## config.mk

```make
export PLATFORM = sky130hd
export DESIGN_NAME = inv_round_tf
export DESIGN_NICKNAME = d
export VERILOG_FILES = /design/src/rtl/inv_round_tf.sv
export SDC_FILE = /design/constraint.sdc
export NUM_CORES = 2
export LEC_CHECK = 0
export ABC_AREA = 1
export ABC_CLOCK_PERIOD_IN_PS = 3000
export BUFFER_PORTS_ARGS = -buffer_cell sky130_fd_sc_hd__buf_4
export CAP_MARGIN = 10
export CORE_ASPECT_RATIO = 1.2
export CORE_MARGIN = 5
export CORE_UTILIZATION = 35
export CTS_CLUSTER_DIAMETER = 40
export DETAILED_ROUTE_END_ITERATION = 10
export GPL_TIMING_DRIVEN = 0
export PLACE_DENSITY = 0.51
export SYNTH_ARGS = -nofsm -noshare
export SYNTH_HDL_FRONTEND = slang
export SYNTH_SLANG_ARGS = --single-unit
```

## constraint.sdc

```tcl
create_clock -name clk -period 3 [get_ports clk]
set_clock_uncertainty 0.15 [all_clocks]
set_input_delay 0.15 -clock clk [delete_from_list [all_inputs] [get_ports clk]]
set_output_delay 0.15 -clock clk [all_outputs]
set_load 0.01 [all_outputs]
```

## src/rtl/inv_round_tf.sv

```systemverilog
// Iterative AES inverse round transform. The block applies InvShiftRows, InvSubBytes,
// AddRoundKey and then InvMixColumns, which is skipped on the final round.
// InvSubBytes handles one 32-bit column per cycle, so only four inverse S-boxes exist.
//
//   state | meaning
//   ------+------------------------------------------------------------------
//   IDLE  | waiting for start_i; s_o/s_isr_o hold the last results
//   SUB   | inverse S-box on column col of st, one column per cycle
//   MIX   | add round key, optional InvMixColumns, publish s_o, pulse done_o
module inv_round_tf (
    input  logic         clk,
    input  logic         rst,
    input  logic         start_i,
    input  logic [127:0] s_i,
    input  logic [127:0] rk_i,
    input  logic         last_i,
    output logic [127:0] s_isr_o,
    output logic [127:0] s_o,
    output logic         busy_o,
    output logic         done_o
);

    typedef enum logic [1:0] {
        IDLE = 2'd0,
        SUB  = 2'd1,
        MIX  = 2'd2
    } state_t;

    localparam logic [7:0] INV_SBOX [256] = '{
        8'h52, 8'h09, 8'h6a, 8'hd5, 8'h30, 8'h36, 8'ha5, 8'h38, 8'hbf, 8'h40, 8'ha3, 8'h9e, 8'h81, 8'hf3, 8'hd7, 8'hfb,
        8'h7c, 8'he3, 8'h39, 8'h82, 8'h9b, 8'h2f, 8'hff, 8'h87, 8'h34, 8'h8e, 8'h43, 8'h44, 8'hc4, 8'hde, 8'he9, 8'hcb,
        8'h54, 8'h7b, 8'h94, 8'h32, 8'ha6, 8'hc2, 8'h23, 8'h3d, 8'hee, 8'h4c, 8'h95, 8'h0b, 8'h42, 8'hfa, 8'hc3, 8'h4e,
        8'h08, 8'h2e, 8'ha1, 8'h66, 8'h28, 8'hd9, 8'h24, 8'hb2, 8'h76, 8'h5b, 8'ha2, 8'h49, 8'h6d, 8'h8b, 8'hd1, 8'h25,
        8'h72, 8'hf8, 8'hf6, 8'h64, 8'h86, 8'h68, 8'h98, 8'h16, 8'hd4, 8'ha4, 8'h5c, 8'hcc, 8'h5d, 8'h65, 8'hb6, 8'h92,
        8'h6c, 8'h70, 8'h48, 8'h50, 8'hfd, 8'hed, 8'hb9, 8'hda, 8'h5e, 8'h15, 8'h46, 8'h57, 8'ha7, 8'h8d, 8'h9d, 8'h84,
        8'h90, 8'hd8, 8'hab, 8'h00, 8'h8c, 8'hbc, 8'hd3, 8'h0a, 8'hf7, 8'he4, 8'h58, 8'h05, 8'hb8, 8'hb3, 8'h45, 8'h06,
        8'hd0, 8'h2c, 8'h1e, 8'h8f, 8'hca, 8'h3f, 8'h0f, 8'h02, 8'hc1, 8'haf, 8'hbd, 8'h03, 8'h01, 8'h13, 8'h8a, 8'h6b,
        8'h3a, 8'h91, 8'h11, 8'h41, 8'h4f, 8'h67, 8'hdc, 8'hea, 8'h97, 8'hf2, 8'hcf, 8'hce, 8'hf0, 8'hb4, 8'he6, 8'h73,
        8'h96, 8'hac, 8'h74, 8'h22, 8'he7, 8'had, 8'h35, 8'h85, 8'he2, 8'hf9, 8'h37, 8'he8, 8'h1c, 8'h75, 8'hdf, 8'h6e,
        8'h47, 8'hf1, 8'h1a, 8'h71, 8'h1d, 8'h29, 8'hc5, 8'h89, 8'h6f, 8'hb7, 8'h62, 8'h0e, 8'haa, 8'h18, 8'hbe, 8'h1b,
        8'hfc, 8'h56, 8'h3e, 8'h4b, 8'hc6, 8'hd2, 8'h79, 8'h20, 8'h9a, 8'hdb, 8'hc0, 8'hfe, 8'h78, 8'hcd, 8'h5a, 8'hf4,
        8'h1f, 8'hdd, 8'ha8, 8'h33, 8'h88, 8'h07, 8'hc7, 8'h31, 8'hb1, 8'h12, 8'h10, 8'h59, 8'h27, 8'h80, 8'hec, 8'h5f,
        8'h60, 8'h51, 8'h7f, 8'ha9, 8'h19, 8'hb5, 8'h4a, 8'h0d, 8'h2d, 8'he5, 8'h7a, 8'h9f, 8'h93, 8'hc9, 8'h9c, 8'hef,
        8'ha0, 8'he0, 8'h3b, 8'h4d, 8'hae, 8'h2a, 8'hf5, 8'hb0, 8'hc8, 8'heb, 8'hbb, 8'h3c, 8'h83, 8'h53, 8'h99, 8'h61,
        8'h17, 8'h2b, 8'h04, 8'h7e, 8'hba, 8'h77, 8'hd6, 8'h26, 8'he1, 8'h69, 8'h14, 8'h63, 8'h55, 8'h21, 8'h0c, 8'h7d
    };

    function automatic logic [7:0] inv_sbox(input logic [7:0] b);
        return INV_SBOX[b];
    endfunction

    // Byte i sits at [127-8i -: 8] and has row i%4 and column i/4.
    // Row r rotates right by r columns.
    function automatic logic [127:0] inv_shift_rows(input logic [127:0] x);
        logic [127:0] y;
        y = '0;
        for (int i = 0; i < 16; i++) begin
            y[127-8*i -: 8] = x[127-8*((i % 4) + 4*(((i / 4) - (i % 4)) & 3)) -: 8];
        end
        return y;
    endfunction

    function automatic logic [7:0] xtime(input logic [7:0] b);
        return {b[6:0], 1'b0} ^ (b[7] ? 8'h1b : 8'h00);
    endfunction

    // Multiplies by a constant of at most 0x0f, which covers the coefficients 09/0b/0d/0e.
    function automatic logic [7:0] gf_mul(input logic [7:0] b, input logic [3:0] k);
        logic [7:0] x2, x4, x8;
        x2 = xtime(b);
        x4 = xtime(x2);
        x8 = xtime(x4);
        return (k[3] ? x8 : 8'h00) ^ (k[2] ? x4 : 8'h00) ^
               (k[1] ? x2 : 8'h00) ^ (k[0] ? b  : 8'h00);
    endfunction

    function automatic logic [31:0] inv_mix_col(input logic [31:0] w);
        logic [7:0] a0, a1, a2, a3;
        a0 = w[31:24];
        a1 = w[23:16];
        a2 = w[15:8];
        a3 = w[7:0];
        return {gf_mul(a0, 4'he) ^ gf_mul(a1, 4'hb) ^ gf_mul(a2, 4'hd) ^ gf_mul(a3, 4'h9),
                gf_mul(a0, 4'h9) ^ gf_mul(a1, 4'he) ^ gf_mul(a2, 4'hb) ^ gf_mul(a3, 4'hd),
                gf_mul(a0, 4'hd) ^ gf_mul(a1, 4'h9) ^ gf_mul(a2, 4'he) ^ gf_mul(a3, 4'hb),
                gf_mul(a0, 4'hb) ^ gf_mul(a1, 4'hd) ^ gf_mul(a2, 4'h9) ^ gf_mul(a3, 4'he)};
    endfunction

    state_t       state;
    logic [1:0]   col;
    logic [127:0] st;
    logic [127:0] rk;
    logic         last;

    logic [31:0]  col_word;
    logic [31:0]  sub_word;
    logic [127:0] key_added;
    logic [127:0] mixed;

    // Pick the active column and pass it through the four shared inverse S-boxes.
    always_comb begin
        col_word = st[127:96];
        case (col)
            2'd0: col_word = st[127:96];
            2'd1: col_word = st[95:64];
            2'd2: col_word = st[63:32];
            2'd3: col_word = st[31:0];
            default: col_word = st[127:96];
        endcase
        sub_word = {inv_sbox(col_word[31:24]), inv_sbox(col_word[23:16]),
                    inv_sbox(col_word[15:8]),  inv_sbox(col_word[7:0])};
    end

    // Round key addition followed by InvMixColumns on all four columns.
    always_comb begin
        key_added = st ^ rk;
        mixed     = {inv_mix_col(key_added[127:96]), inv_mix_col(key_added[95:64]),
                     inv_mix_col(key_added[63:32]),  inv_mix_col(key_added[31:0])};
    end

    // Round sequencer: accept a request, substitute one column per cycle, then mix and publish.
    always_ff @(posedge clk) begin
        if (rst) begin
            state   <= IDLE;
            col     <= 2'd0;
            st      <= '0;
            rk      <= '0;
            last    <= 1'b0;
            s_o     <= '0;
            s_isr_o <= '0;
            busy_o  <= 1'b0;
            done_o  <= 1'b0;
        end else begin
            done_o <= 1'b0;
            case (state)
                IDLE: begin
                    if (start_i) begin
                        st      <= inv_shift_rows(s_i);
                        s_isr_o <= inv_shift_rows(s_i);
                        rk      <= rk_i;
                        last    <= last_i;
                        col     <= 2'd0;
                        busy_o  <= 1'b1;
                        state   <= SUB;
                    end
                end
                SUB: begin
                    case (col)
                        2'd0: st[127:96] <= sub_word;
                        2'd1: st[95:64]  <= sub_word;
                        2'd2: st[63:32]  <= sub_word;
                        2'd3: st[31:0]   <= sub_word;
                        default: st[127:96] <= sub_word;
                    endcase
                    col <= col + 2'd1;
                    if (col == 2'd3) begin
                        state <= MIX;
                    end
                end
                MIX: begin
                    s_o    <= last ? key_added : mixed;
                    done_o <= 1'b1;
                    busy_o <= 1'b0;
                    state  <= IDLE;
                end
                default: begin
                    state  <= IDLE;
                    busy_o <= 1'b0;
                end
            endcase
        end
    end

endmodule

```

# After elaboration in Yosys (flattened, before gate mapping)
# Memory sizes are Yosys's and may differ from the RTL's.
# Cells that the tools add are included.
[word_totals] reg_bits=519 romBits=8192 input_bits=260 wordCells=312 mem_count=4
[mem_list] memory="(name not given)" words=256 width=8 rd=1 rd_clocked_by_memory_dff=0 write_ports=0 line_no="49" source="return INV_SBOX[b];"
[mem_list] memory="(name not given)" words=256 width=8 rd=1 rd_clocked_by_memory_dff=0 write_ports=0 line_no="49"
[mem_list] memory="(name not given)" words=256 width=8 rd=1 rd_clocked_by_memory_dff=0 write_ports=0 line_no="49"
[mem_list] memory="(name not given)" words=256 width=8 rd=1 rd_clocked_by_memory_dff=0 write_ports=0 line_no="49"
[classes] add_sub_neg=1 n_lt_le_gt_ge=4 n_eq_ne=10 n_mux=72 n_bitwise=198 reduce_logical=11
[op_table] op="bitwise XOR 8 bit" count=156
[op_table] op="bitwise XOR 8 x 5 -> 8 bit" count=36
[op_table] op="2-to-1 mux 128 bit" count=2
[op_table] op="case mux 128 bit (2 select lines)" count=1
[op_table] op="2-to-1 mux 5 bit" count=48
[op_table] op="2-to-1 mux 32 bit" count=4
[op_table] op="case mux 32 bit (4 select lines)" count=1
[op_table] op="bitwise XOR 128 bit" count=1
[op_table] op="2-to-1 mux 8 bit" count=8
[op_table] op=">= comparator 9 bit, second input constant" count=4
[op_table] op="NOT 8 -> 9 bit" count=4
[op_table] op="AND reduction 3 bit" count=4
[op_table] op="case mux 2 bit (2 select lines)" count=2
[op_table] op="AND reduction 2 bit" count=4
[op_table] op="equality test 2 bit, second input constant" count=3
[op_table] op="2-to-1 mux 2 bit" count=3
[op_table] op="!= test 2 x 1 -> 1 bit, second input constant" count=3
[op_table] op="equality test 2 x 1 -> 1 bit, second input constant" count=2
[op_table] op="zero test 2 bit" count=2
[op_table] op="!= test 2 bit, second input constant" count=2
[op_table] op="adder 2 x 1 -> 2 bit, second input constant" count=1
[op_table] op="2-to-1 mux 1 bit" count=2
[op_table] op="case mux 1 bit (2 select lines)" count=1
[op_table] op="nonzero test 2 bit" count=1
[op_table] op="NOT 1 bit" count=1

# Longest topological paths before layout
[logic_depth] ltp_word=13 ltp_mapped=24

# Least setup slack after synthesis
# Ideal clock, no wire load.
[synth_timing] kind="reg-to-reg" startpoint="register col[0]" endpoint="register st[123]" setup_time_ps=120 arrival_time_ps=2656 required_ps=2730 slack_ps=74 path_stages_with_launch=22 path_buffers=1 period_less_slack_ps=2926 cell_sequence="dfxtp_1 > inv_1 > ha_1 > inv_4 > buf_6 > nand2_1 > nor2_2 > nor2_8 > inv_2 > ha_1 > inv_1 > nand2_1 > nand2_1 > nand2_1 > inv_1 > o21ai_0 > nand3_1 > nand3_1 > nand3_1 > nand2_1 > nand2_1 > a21oi_1"
[synth_via] elab_chain_cells=8
[synth_lines] element="start, declared" line_no="90" source="logic [1:0] col;"
[synth_lines] element="start signal, assigned" line_no="155" source="col <= col + 2'd1;"
[synth_lines] element="equality test 2 bit (tied with other cells)" line_no="103" source="case (col)"
[synth_lines] element="case mux 32 bit (4 select lines)" line_no="103"
[synth_lines] element="NOT 8 -> 9 bit (implied by the code)" line_no="49"
[synth_lines] element="memory read (256 x 8 bit)"
[synth_lines] element="2-to-1 mux 8 bit (implied by the code) (2 in series)" line_no="49"
[synth_lines] element="2-to-1 mux 32 bit" line_no="148" source="case (col)"
[synth_lines] element="case mux 128 bit (2 select lines)" line_no="135" source="case (state)"
[synth_lines] element="end signal, assigned" line_no="138" source="st <= inv_shift_rows(s_i);"
[synth_lines] element="end signal, assigned" line_no="149" source="2'd0: st[127:96] <= sub_word;"
[synth_lines] element="end signal, assigned" line_no="153" source="default: st[127:96] <= sub_word;"
[synth_lines] element="end, declared" line_no="91" source="logic [127:0] st;"
# Several ways; a longest one is shown, not always the timed one. The select of a mux whose other input is x is not followed.
# A chain may end at the register's enable or synchronous reset.

# Final worst setup path
[layout_timing] startpoint="register col[1]" endpoint="register st[62]"
[layout_via] elab_chain_cells=8
[layout_lines] element="equality test 2 bit (tied with other cells)" line_no="103"
[layout_lines] element="case mux 32 bit (4 select lines)" line_no="103"
[layout_lines] element="NOT 8 -> 9 bit (implied by the code)" line_no="49"
[layout_lines] element="memory read (256 x 8 bit)"
[layout_lines] element="2-to-1 mux 8 bit (implied by the code) (2 in series)" line_no="49"
[layout_lines] element="2-to-1 mux 32 bit" line_no="148"
[layout_lines] element="case mux 128 bit (2 select lines)" line_no="135"
[layout_lines] element="end signal, assigned" line_no="138"
[layout_lines] element="end signal, assigned" line_no="151" source="2'd2: st[63:32] <= sub_word;"
# Several ways; a longest one is shown, not always the timed one. The select of a mux whose other input is x is not followed.

==> results.md <==
* Via-to-Cell Ratio at 5.83
* Final nets at 9,605
* P_leak at 31.7 nW
* Cell Rows at 150
* Initial antenna violation count at 21
* Hpwl dp at 262,000 µm
* Fin. max-slew vios at 0
* Number of buffers created by CTS at between 80 and 90
* Remaining global-route overflow at 0
* Critical path type: reg2reg
* Min Hold Slack at between 0.06 and 0.07 ns
* Drt drc at 0
* Number of global-route vias before repair at 60,800
* Max transition margin at under 10%
* Io pins at 518
* Routed length per instance at between 20 and 30 µm
* Final min period at 3.59 ns
* CP endpoint kind: register
* R2r startpoint: col[1]
* Max H-tree Level at 3
* Fillers at 14,600
* Total power at 64.3 mW
* Worst vdd ir at approximately 530 µV
* Starting Density at 35.2%
* Setup-failing EPs final at 361
* RePlAce Congestion at 1.13
* Syn_area_per_cell at 5.90 µm²
* Gr usage total at 43.4%
* DIE HEIGHT at 420 µm
* DR vias at 65,200
* First-pass GRT wire length at 456,000 µm
* Die Span X at between 300 and 400 µm
* Area contributors post-synth: dfxtp_1 (21%), nand2_1 (20%), nand3_1 (12%)
* Synth Flop Type: dfxtp_1
* Top cell type's share of synthesized area at between 20% and 30%
* Arrival time worst endpoint at roughly 4 ns
* EDFF count, synth at 0
* Synthesized net count at approximately 8,600
* CTS tree: done
* Post-synthesis sequential area ratio at 21.2%
* Routed Antenna Nets at 0
* Synth cell types at 55
* Root Driver: clkbuf_16
* Clock Pin Slew Worst Setup and Hold Paths at 0.06 ns
* Fraction of layout cells with a size suffix above 1 at 19.4%
* Failing checks: negative setup slack
* CP Launch Point: col[1]
* Clk buf depth at 3
* Crit start category: register
* Synth Instances at 8,295
* Clk sinks at 519
* Status: complete, but fails checks
* Synth Warn # at 0
* Tcrit/Tclk final at 120%
* Largest net degree at the start of global routing at 15
* Max Clock Freq at about 280 MHz
* Setup Total Neg Slack at -83.67 ns
* Hold Path Class: in2reg
* Synthesis-to-finish area growth at 33.5%
* Max FO, Critical Path at 10
* Synthesized cell area at 0.0489 mm²
* Synth top cells by count: nand2_1 (2,639), nand3_1 (1,184), nor2_1 (716)
* 1st-pass router iterations at 10
* Fin. Hold Viols at 0
* Cell taking the most area after synthesis: dfxtp_1
* Drt initial violations at 8,489
* Worst EP required at 3.48 ns
* Async S/R FF share, synth at 0%
* Final WL at about 330,000 µm
* Count leader, synth: nand2_1
* Max-cap violations at 0
* Pwr per Cell Area at 984 mW/mm²
* Flops & latches, synth at 519
* Core area at ~0.14 mm²
* IO buf count at 516
* Hold Path Origin: rk_i[15]
* Die area at between 0.1 and 0.15 mm²
* Least-Margin Pin Slew at 1.37 ns
* RSZ-0062 raised after global routing: true
* Clk_lat worst skew at 0.75 ns
* Final worst slack at -0.594 ns
## sequential cells by signal (all words and copies together), names as in the netlist
register,cells
done_o,1
state,2
rk,128
last,1
s_isr_o,128
st,128
col,2
s_o,128
busy_o,1
## final timing paths
kind,endpoint,slack (ns),depth (start not counted)
max reg2reg,st[62],-0.59,18
max,st[62],-0.59,18
min,rk[15],0.07,4
min reg2reg,s_o[13],0.31,2
## timing repair
action | 4_1_cts | 5_1_grt
cloned | 2 | 2
setup endpoints to repair | 496 | 376
setup buffers | 75 | 39
pin swaps | 66 | 103
hold buffers | 258 | 0
hold endpoints to repair | 386 | 0
resized for setup | 654 | 290
## per-stage QoR
stage / cells / utilization [%] / cell area (µm²) / worst slack [ns]
finish: 11200 / 47.0 / 65300 / -0.594
global route: 11200 / 46.9 / 65300 / -0.536
CTS: 11100 / 45.9 / 63800 / -0.381
detailed placement: 10600 / 39.6 / 55100 / -1.70
global placement: 10600 / 39.6 / 55100 / -1.77
floorplan: 8295 / - / 48900 / 0.0740
## critical path: stages (launching register included)
cell and delay (ns):
dfxtp_4 0.37, inv_4 0.09, ha_4 0.16, buf_8 0.14, clkbuf_16 0.16, inv_2 0.08
o21ai_1 0.27, nor2_2 0.12, nor2_2 0.28, inv_2 0.07, clkbuf_2 0.29, nor2_1 0.26
nand2_1 0.11, nand3_1 0.19, nand3_1 0.19, nand3_1 0.13, nand2_2 0.09, nand2_4 0.19
a21oi_1 0.10
## cells by family after synthesis
| kind of cell | synth area share (%) |
|---|---|
| adders and majority gates | 1.74 |
| DFF | 21.2 |
| buffers and inverters | 8.31 |
| AOI/OAI and AO/OA | 13.4 |
| and+or+nand+nor | 41.3 |
| xor gates and xnor gates | 14.0 |
## cell type report
class / instances / area (µm²) / area share [%]
diodes: 16 / 40.0 / 0.0613
plain buffers: 389 / 2190 / 3.35
clock buffers: 97 / 2250 / 3.45
clock inverters: 60 / 758 / 1.16
inverters: 595 / 2370 / 3.63
multi-input cells: 6791 / 37400 / 57.2
flip-flops and latches: 519 / 10400 / 15.9
well taps: 1824 / 2280 / 3.49
repair buffers: 895 / 7620 / 11.7
repair inverters: 1 / 7.51 / 0.0115
## report_power, final
part	total (mW)	switching [mW]	internal, mW
Sequential	9.06	1.41	7.65
Combinational	44.6	30.7	13.9
Clock	10.6	4.23	6.32
## layer usage
metal  track usage, %  share of wire, %  vias to the layer above
met4             34.4                10                        4
met2             66.9                43                     4583
met5           0.0335            0.0081                        -
met3             14.3                12                     1490
met1             49.1                35                    30300
li1                 -                 -                    28800
## placed cells by master (no fill, tap or decap), types with 70 or more instances in the layout
cell           count
xor2_1           401
nand2_2          221
nand2_1         2459
o21ai_0          649
xnor2_1          216
dlygate4sd3_1    258
clkbuf_16         87
a21oi_1          329
buf_4            637
dfxtp_1          504
nand3_2           73
nand3_1         1087
clkbuf_1         187
nor2_1           677
buf_2             70
a21oi_2          105
inv_1            517
Power figures use the tool's default switching activity.
